$ cat src/rtl/motor_pwm_timebase_if.sv
// motor_pwm_timebase_if: settings/handshake inputs and shared timebase outputs of motor_pwm_timebase.
interface motor_pwm_timebase_if #(
    parameter int SIZE   = 16,
    parameter int PHASES = 3,
    parameter int PRE_W  = 8
);
    logic                   enable;
    logic [PRE_W-1:0]       prescale_in;
    logic [SIZE-1:0]        period_in;
    logic [PHASES*SIZE-1:0] duty_in;
    logic [SIZE-1:0]        deadband_in;
    logic                   load_req;
    logic [SIZE-1:0]        counter;
    logic [SIZE-1:0]        period;
    logic [PHASES*SIZE-1:0] duty;
    logic [SIZE-1:0]        deadband;
    logic                   wrap;
    logic                   load_pending;
    logic                   load_done;
    logic                   running;

    modport master (
        output enable, prescale_in, period_in, duty_in, deadband_in, load_req,
        input  counter, period, duty, deadband, wrap, load_pending, load_done, running
    );

    modport slave (
        input  enable, prescale_in, period_in, duty_in, deadband_in, load_req,
        output counter, period, duty, deadband, wrap, load_pending, load_done, running
    );
endinterface

$ cat src/rtl/motor_pwm_timebase.sv
// motor_pwm_timebase: shared PWM period counter with shadowed period/duty/deadband/prescale,
// applied atomically at period wrap, and a drain-to-wrap stop.
module motor_pwm_timebase #(
    parameter int SIZE   = 16,
    parameter int PHASES = 3,
    parameter int PRE_W  = 8
) (
    input logic                 clk,
    input logic                 reset,
    motor_pwm_timebase_if.slave bus
);
    typedef enum logic [1:0] {IDLE, RUN, DRAIN} state_t;

    state_t                 state_q, state_d;
    logic [SIZE-1:0]        cnt_q, per_q, db_q, stg_per_q, stg_db_q;
    logic [PHASES*SIZE-1:0] duty_q, stg_duty_q;
    logic [PRE_W-1:0]       pre_q, pre_cnt_q, stg_pre_q;
    logic                   pend_q, wrap_q, done_q, run_q;
    logic                   active, tick, wrap_d;
    logic [SIZE-1:0]        per_in_c;

    assign active   = state_q != IDLE;
    assign tick     = active && pre_cnt_q == pre_q;
    // >= rather than == so a counter left above a shrunk period still wraps
    assign wrap_d   = tick && cnt_q >= per_q - SIZE'(1);
    assign per_in_c = bus.period_in < SIZE'(2) ? SIZE'(2) : bus.period_in;

    always_comb
        state_d = state_q == IDLE ? (bus.enable ? RUN : IDLE)
                : bus.enable       ? RUN
                : state_q == RUN   ? DRAIN
                : wrap_d           ? IDLE : DRAIN;

    always_ff @(posedge clk or negedge reset) begin
        if (!reset) begin
            state_q    <= IDLE;
            cnt_q      <= '0;
            per_q      <= '0;
            duty_q     <= '0;
            db_q       <= '0;
            pre_q      <= '0;
            pre_cnt_q  <= '0;
            stg_per_q  <= '0;
            stg_duty_q <= '0;
            stg_db_q   <= '0;
            stg_pre_q  <= '0;
            pend_q     <= 1'b0;
            wrap_q     <= 1'b0;
            done_q     <= 1'b0;
            run_q      <= 1'b0;
        end else begin
            state_q <= state_d;
            run_q   <= state_d != IDLE;
            wrap_q  <= wrap_d;
            done_q  <= wrap_d && pend_q;
            if (!active) begin
                cnt_q     <= '0;
                pre_cnt_q <= '0;
                if (bus.enable) begin
                    per_q  <= per_in_c;
                    duty_q <= bus.duty_in;
                    db_q   <= bus.deadband_in;
                    pre_q  <= bus.prescale_in;
                    pend_q <= 1'b0;
                end
            end else begin
                if (tick) begin
                    cnt_q     <= wrap_d ? '0 : cnt_q + SIZE'(1);
                    pre_cnt_q <= '0;
                end else begin
                    pre_cnt_q <= pre_cnt_q + PRE_W'(1);
                end
                if (bus.load_req && !pend_q) begin
                    stg_per_q  <= per_in_c;
                    stg_duty_q <= bus.duty_in;
                    stg_db_q   <= bus.deadband_in;
                    stg_pre_q  <= bus.prescale_in;
                    pend_q     <= 1'b1;
                end
                // capture needs pend_q low and apply needs it high, so they never collide
                if (wrap_d && pend_q) begin
                    per_q  <= stg_per_q;
                    duty_q <= stg_duty_q;
                    db_q   <= stg_db_q;
                    pre_q  <= stg_pre_q;
                    pend_q <= 1'b0;
                end
            end
        end
    end

    assign bus.counter      = cnt_q;
    assign bus.period       = per_q;
    assign bus.duty         = duty_q;
    assign bus.deadband     = db_q;
    assign bus.wrap         = wrap_q;
    assign bus.load_pending = pend_q;
    assign bus.load_done    = done_q;
    assign bus.running      = run_q;
endmodule

$ cat src/flat_wrapper.sv
// flat-port wrapper written by rule: the top's interface ports become plain ports
module motor_pwm_timebase_flat 
#(
    parameter int SIZE   = 16,
    parameter int PHASES = 3,
    parameter int PRE_W  = 8
)
  (clk, reset, bus_enable, bus_prescale_in, bus_period_in, bus_duty_in, bus_deadband_in, bus_load_req, bus_counter, bus_period, bus_duty, bus_deadband, bus_wrap, bus_load_pending, bus_load_done, bus_running);
  motor_pwm_timebase_if #(.SIZE(SIZE), .PHASES(PHASES), .PRE_W(PRE_W)) bus_i ();
  input logic clk;
  input logic reset;
  input wire logic [$bits(bus_i.enable)-1:0] bus_enable;
  input wire logic [$bits(bus_i.prescale_in)-1:0] bus_prescale_in;
  input wire logic [$bits(bus_i.period_in)-1:0] bus_period_in;
  input wire logic [$bits(bus_i.duty_in)-1:0] bus_duty_in;
  input wire logic [$bits(bus_i.deadband_in)-1:0] bus_deadband_in;
  input wire logic [$bits(bus_i.load_req)-1:0] bus_load_req;
  output wire logic [$bits(bus_i.counter)-1:0] bus_counter;
  output wire logic [$bits(bus_i.period)-1:0] bus_period;
  output wire logic [$bits(bus_i.duty)-1:0] bus_duty;
  output wire logic [$bits(bus_i.deadband)-1:0] bus_deadband;
  output wire logic [$bits(bus_i.wrap)-1:0] bus_wrap;
  output wire logic [$bits(bus_i.load_pending)-1:0] bus_load_pending;
  output wire logic [$bits(bus_i.load_done)-1:0] bus_load_done;
  output wire logic [$bits(bus_i.running)-1:0] bus_running;
  assign bus_i.enable = bus_enable;
  assign bus_i.prescale_in = bus_prescale_in;
  assign bus_i.period_in = bus_period_in;
  assign bus_i.duty_in = bus_duty_in;
  assign bus_i.deadband_in = bus_deadband_in;
  assign bus_i.load_req = bus_load_req;
  assign bus_counter = bus_i.counter;
  assign bus_period = bus_i.period;
  assign bus_duty = bus_i.duty;
  assign bus_deadband = bus_i.deadband;
  assign bus_wrap = bus_i.wrap;
  assign bus_load_pending = bus_i.load_pending;
  assign bus_load_done = bus_i.load_done;
  assign bus_running = bus_i.running;
  motor_pwm_timebase #(.SIZE(SIZE), .PHASES(PHASES), .PRE_W(PRE_W)) u_core (.clk(clk), .reset(reset), .bus(bus_i));
endmodule
$ cat config.mk
export PLATFORM = sky130hd
export DESIGN_NAME = motor_pwm_timebase_flat
export DESIGN_NICKNAME = d
export VERILOG_FILES = /design/src/rtl/motor_pwm_timebase_if.sv /design/src/rtl/motor_pwm_timebase.sv /design/src/flat_wrapper.sv
export SDC_FILE = /design/constraint.sdc
export NUM_CORES = 1
export LEC_CHECK = 0
export ABC_AREA = 1
export CAP_MARGIN = 20
export CELL_PAD_IN_SITES_DETAIL_PLACEMENT = 0
export CELL_PAD_IN_SITES_GLOBAL_PLACEMENT = 1
export CORE_MARGIN = 5
export CORE_UTILIZATION = 41
export DETAILED_ROUTE_END_ITERATION = 8
export GPL_ROUTABILITY_DRIVEN = 0
export PLACE_DENSITY_LB_ADDON = 0.08
export SLEW_MARGIN = 30
export SYNTH_ARGS = -nofsm -noshare
export SYNTH_HDL_FRONTEND = slang
export SYNTH_SLANG_ARGS = --single-unit
export TNS_END_PERCENT = 5
$ cat constraint.sdc
create_clock -name clk -period 8.1 [get_ports clk]
set_clock_uncertainty 0.15 [all_clocks]
set_input_delay 1.215 -clock clk [delete_from_list [all_inputs] [get_ports clk]]
set_output_delay 1.215 -clock clk [all_outputs]
set_load 0.01 [all_outputs]
## Word level (Yosys, flattened, before mapping)

Cells that the tools add are included.

| cells by class | value |
|---|---|
| $add $sub $neg | 3 |
| magnitude comparators | 2 |
| eq/ne operators | 5 |
| mux-type cells | 27 |
| reductions and logical operators | 12 |

Operator list:

| operator | count |
|---|---|
| two-way mux 16 bit | 10 |
| two-way mux 48 bit | 3 |
| two-way mux 8 bit | 5 |
| adder 16 x 1 -> 16 bit (second input constant) | 1 |
| >= comparator 16 bit | 1 |
| less-than comparator 16 x 2 -> 1 bit (second input constant) | 1 |
| subtractor 16 x 1 -> 16 bit (second input constant) | 1 |
| adder 8 x 1 -> 8 bit (second input constant) | 1 |
| == test 8 bit | 1 |
| two-way mux 2 bit | 4 |
| AND reduction 2 bit | 3 |
| nonzero test 2 bit | 3 |
| two-way mux 1 bit | 5 |
| logical AND 1 bit | 4 |
| != test 2 bit (second input constant) | 2 |
| != test 3 bit (second input constant) | 1 |
| == test 2 x 1 -> 1 bit (second input constant) | 1 |
| logical NOT 2 bit | 1 |
| logical NOT 1 bit | 1 |

| storage, ports and cells | value |
|---|---|
| register bits after elaboration | 206 |
| input port bits | 92 |

## Longest topological paths before layout

| logic depth | value |
|---|---|
| depth in word-level cells | 8 |
| gate-level depth with buffers | 20 |

## Worst setup path before layout

Ideal clock, no wire load.

| timing | value |
|---|---|
| path type | register -> register |
| start | reg u_core.per_q[2] (netlist: u_core.bus.period[2]) |
| end | reg u_core.duty_q[6] (netlist: u_core.bus.duty[6]) |
| arrival time | 2,755 ps |
| required time | 7,833 ps |
| setup slack | 5,078 ps |
| stages on the path, launching flop included | 20 |
| path buffers | 2 |
| clock period less this slack | 3,022 ps |
| cells stage by stage | dfrtp_1 nor2_1 nand2_1 nor3_1 nand2_1 nor2_1 nand3_1 xnor2_1 inv_1 ha_1 a21oi_1 o21ai_0 a21oi_1 nand2_1 nand3_4 nand2_2 buf_6 buf_6 nand2_1 nand2_1 |

| on the way | value |
|---|---|
| longest elaborated chain between the ends | 6 |

RTL lines:

| element | RTL line | RTL |
|---|---|---|
| start, declared | motor_pwm_timebase.sv:15 | `logic [SIZE-1:0] cnt_q, per_q, db_q, stg_per_q, stg_db_q;` |
| start signal, assigned | motor_pwm_timebase.sv:60 | `per_q <= per_in_c;` |
| start signal, assigned | motor_pwm_timebase.sv:82 | `per_q <= stg_per_q;` |
| subtractor 16 x 1 -> 16 bit | motor_pwm_timebase.sv:25 | `assign wrap_d = tick && cnt_q >= per_q - SIZE'(1);` |
| >= comparator 16 bit | motor_pwm_timebase.sv:25 |  |
| logical AND 1 bit | motor_pwm_timebase.sv:25 |  |
| logical AND 1 bit | motor_pwm_timebase.sv:81 | `if (wrap_d && pend_q) begin` |
| != test 2 bit (no source line) | -- |  |
| AND reduction 2 bit (no source line) | -- |  |
| end signal, assigned | motor_pwm_timebase.sv:61 | `duty_q <= bus.duty_in;` |
| end signal, assigned | motor_pwm_timebase.sv:83 | `duty_q <= stg_duty_q;` |
| end, declared | motor_pwm_timebase.sv:16 | `logic [PHASES*SIZE-1:0] duty_q, stg_duty_q;` |

No other way between the ends.
A chain may end at the register's enable or synchronous reset.

## Final worst setup path

| timing | value |
|---|---|
| start | reg u_core.per_q[0] (netlist: u_core.bus.period[0]) |
| end | reg u_core.duty_q[7] (netlist: u_core.bus.duty[7]) |

The elaborated chain is that of the path after synthesis.

==> results.toml <==
[timing]
hold_viol_final = 0
fmax_mhz = 255
rsz0062_at_grt = "no"
setup_viol = 0
drv_slew = 0
period_needed_ns = 3.92
worst_pin_slew_ns = 0.947
slew_headroom_pct = 36.9
fin_setup_tns_ns = 0
finalCritPeriodShare_pct = 48.4

[placement]
io_buffers = 191
dp.final_hpwl_mm = 16.9
placed_area_mm2 = 0.0121

[cts]
cts.repair.resized = 0
cts.path.max_buffers = 3
cts_tree = "yes"
cts_hold_buf = 0
clock_latency_ns = 0.51
postCtsSetupBuffers = 0
cts_made_buffers = 24
cts_root_buffer = "clkbuf_16"
clkTransAtPathRegs_ns = 0.06
h-tree-depth = 1
clock_sinks = 206

[detailed_routing]
firstDrtPassIters = 5
vias = 8443
ant_nets = 0
via_per_inst = 4.80
initialDrtViolationCount = 582
wl_per_cell_um = 15.0
wl_mm = 26.4
drc = 0

[grt]
grt_pass1_wl_mm = 44.8
antenna_found_initial = 2
grtUsageTotal_pct = 19.3
grt_pass1_vias = 8362
grt_start_max_net_pins = 123
overflow = 0

[worst_hold_path]
worst_hold_path_type = "reg -> reg"

[critical_path]
arrival_ns = 4.21
critPathRequiredTime_ns = 8.39
slowest_delay_ns = 0.59
crit_buf_inv = 3
critPathMostFrequentCell = "nand2_1"
cp_slowest_cell = "nand2_4"
crit_family = "simple AND/OR/NAND/NOR gates"
worst-setup-path-type = "reg -> reg"
path_cells = "inv_1, ha_1, nand4_1, nor3_1, nand4_1, xor2_1, inv_1, ha_1, nand2_1, nor3_1, nand2_1, nand2_1, nand3_4, nand2_4, buf_4, nand2_1, nand2_1"
crit_path_max_fanout = 63
start_kind = "register"
end_kind = "register"

[final_layout]
fin_util_pct = 53.3
num_antenna_cells = 0
layout_commonest_cell = "nand2_1"
nets = 1528
syn_to_final_growth_pct = 29.2
final_area_mm2 = 0.0129
final_cell_mix = "429 x nand2_1, 206 x dfrtp_1, 190 x clkdlybuf4s50_1, 181 x o21ai_0, 133 x inv_1"
drive_above_1_share_pct = 3.70

[floorplan]
die-height_um = 166
die_w_um = 166
ios = 192
initial_core_util_pct = 41.3
core_mm2 = 0.0241
die-area_mm2 = 0.0275
std_cell_rows = 57

[synthesis]
yosysWarningCount = 0
synthCells = 1259
synth.cell_area_mm2 = 0.00995
syn_nets = 1370
seq_area_frac_synth_pct = 51.8
yosysUniqueCellTypes = 27
synth-seq-cells = 206
syn_avg_cell_area_um2 = 7.90

[power]
power_density_mw_per_mm2 = 284
ir_drop_uv = 154
p_leak_nw = 6.19

[job]
maxCapViolations = 0

[outcome]
status = "complete, no violations"
==> sequential cells by signal, summed over array words and instances (netlist names) <==
| register | cells |
|---|---|
| u_core.bus.load_done | 1 |
| u_core.stg_duty_q | 48 |
| u_core.state_q | 2 |
| u_core.bus.deadband | 16 |
| u_core.stg_db_q | 16 |
| u_core.bus.duty | 48 |
| u_core.bus.wrap | 1 |
| u_core.pre_q | 8 |
| u_core.bus.period | 16 |
| u_core.pre_cnt_q | 8 |
| u_core.bus.load_pending | 1 |
| u_core.bus.counter | 16 |
| u_core.stg_per_q | 16 |
| u_core.bus.running | 1 |
| u_core.stg_pre_q | 8 |
==> logic make-up (layout without fill, tap and decap cells) <==
logic type,Yosys count,count (layout),share of synthesized area [%]
buffers and inverters,201,376,8.07
AOI/OAI and AO/OA,199,199,10.2
DFF,206,206,51.8
adders and majority gates,19,19,2.39
xor gates and xnor gates,32,32,2.82
and+or+nand+nor,602,602,24.7
==> final timing paths <==
check / end / depth (start not counted) / slack (ns) / start
setup reg to reg: u_core.bus.duty[7] / 17 / 4.18 / u_core.bus.period[0]
hold / removal: u_core.stg_duty_q[12] / 2 / 0.34 / u_core.stg_duty_q[12]
hold reg to reg: u_core.stg_duty_q[12] / 2 / 0.34 / u_core.stg_duty_q[12]
min in group asynchronous: u_core.bus.counter[4] / 1 / 0.52 / reset
max in group asynchronous: u_core.state_q[1] / 2 / 6.04 / reset
setup / recovery: u_core.bus.duty[7] / 17 / 4.18 / u_core.bus.period[0]
==> power breakdown <==
group	total (mW)	leakage [nW]	internal (mW)	switching (mW)
registers	1.53	2.61	1.35	0.183
logic	1.03	3.19	0.498	0.537
clock network	1.08	0.383	0.652	0.430
total	3.65	6.19	2.50	1.15
==> worst min-delay path, stage by stage (launching register included) <==
cell,delay [ns]
dfrtp_1,0.35
nand2_1,0.05
o21ai_0,0.05
==> final cells by class <==
type / count / area, um2
Tap cell: 324 / 405
Timing Repair Buffer: 199 / 1990
Clock buffer: 39 / 738
Fill cell: 2373 / 11300
Multi-Input combinational cell: 852 / 4010
Inverter: 134 / 503
Clock inverter: 4 / 47.5
Sequential cell: 206 / 5150
==> synth_stat cells (all sizes together) <==
| cell | number | share of area (%) |
|---|---|---|
| xnor2 | 17 | 1.5 |
| ha | 19 | 2.4 |
| o21ai | 181 | 9.1 |
| nor3 | 12 | 0.60 |
| nor2 | 41 | 1.6 |
| inv | 134 | 5.1 |
| buf | 26 | 1.5 |
| a31oi | 1 | 0.063 |
| o22ai | 6 | 0.38 |
| nand3b | 1 | 0.075 |
| a31o | 2 | 0.18 |
| nor4 | 3 | 0.19 |
| dfrtp | 206 | 52 |
| nand4 | 6 | 0.38 |
| xor2 | 15 | 1.3 |
| clkbuf | 41 | 1.5 |
| a21oi | 9 | 0.45 |
| nand2 | 431 | 16 |
| nand3 | 108 | 5.6 |
==> per-layer routing <==
metal / share of wire (%) / GRT usage (%) / vias up
li1: - / - / 4310
met1: 48 / 27.3 / 3914
met2: 44 / 30.1 / 174
met3: 5.9 / 5.02 / 41
met4: 1.8 / 3.87 / 4
met5: 0.13 / 0 / -
==> per-stage QoR <==
step	hold WS [ns]	setup slack [ns]	instances	total power [mW]
floorplan	0.299	5.08	1259	2.11
global placement	0.316	4.18	1715	2.58
detailed placement	0.324	4.12	1715	2.59
CTS	0.339	4.10	1758	3.70
global route	0.362	3.73	1758	3.92
finish	0.336	4.18	1758	3.65
(Power assumes the default switching activity.)
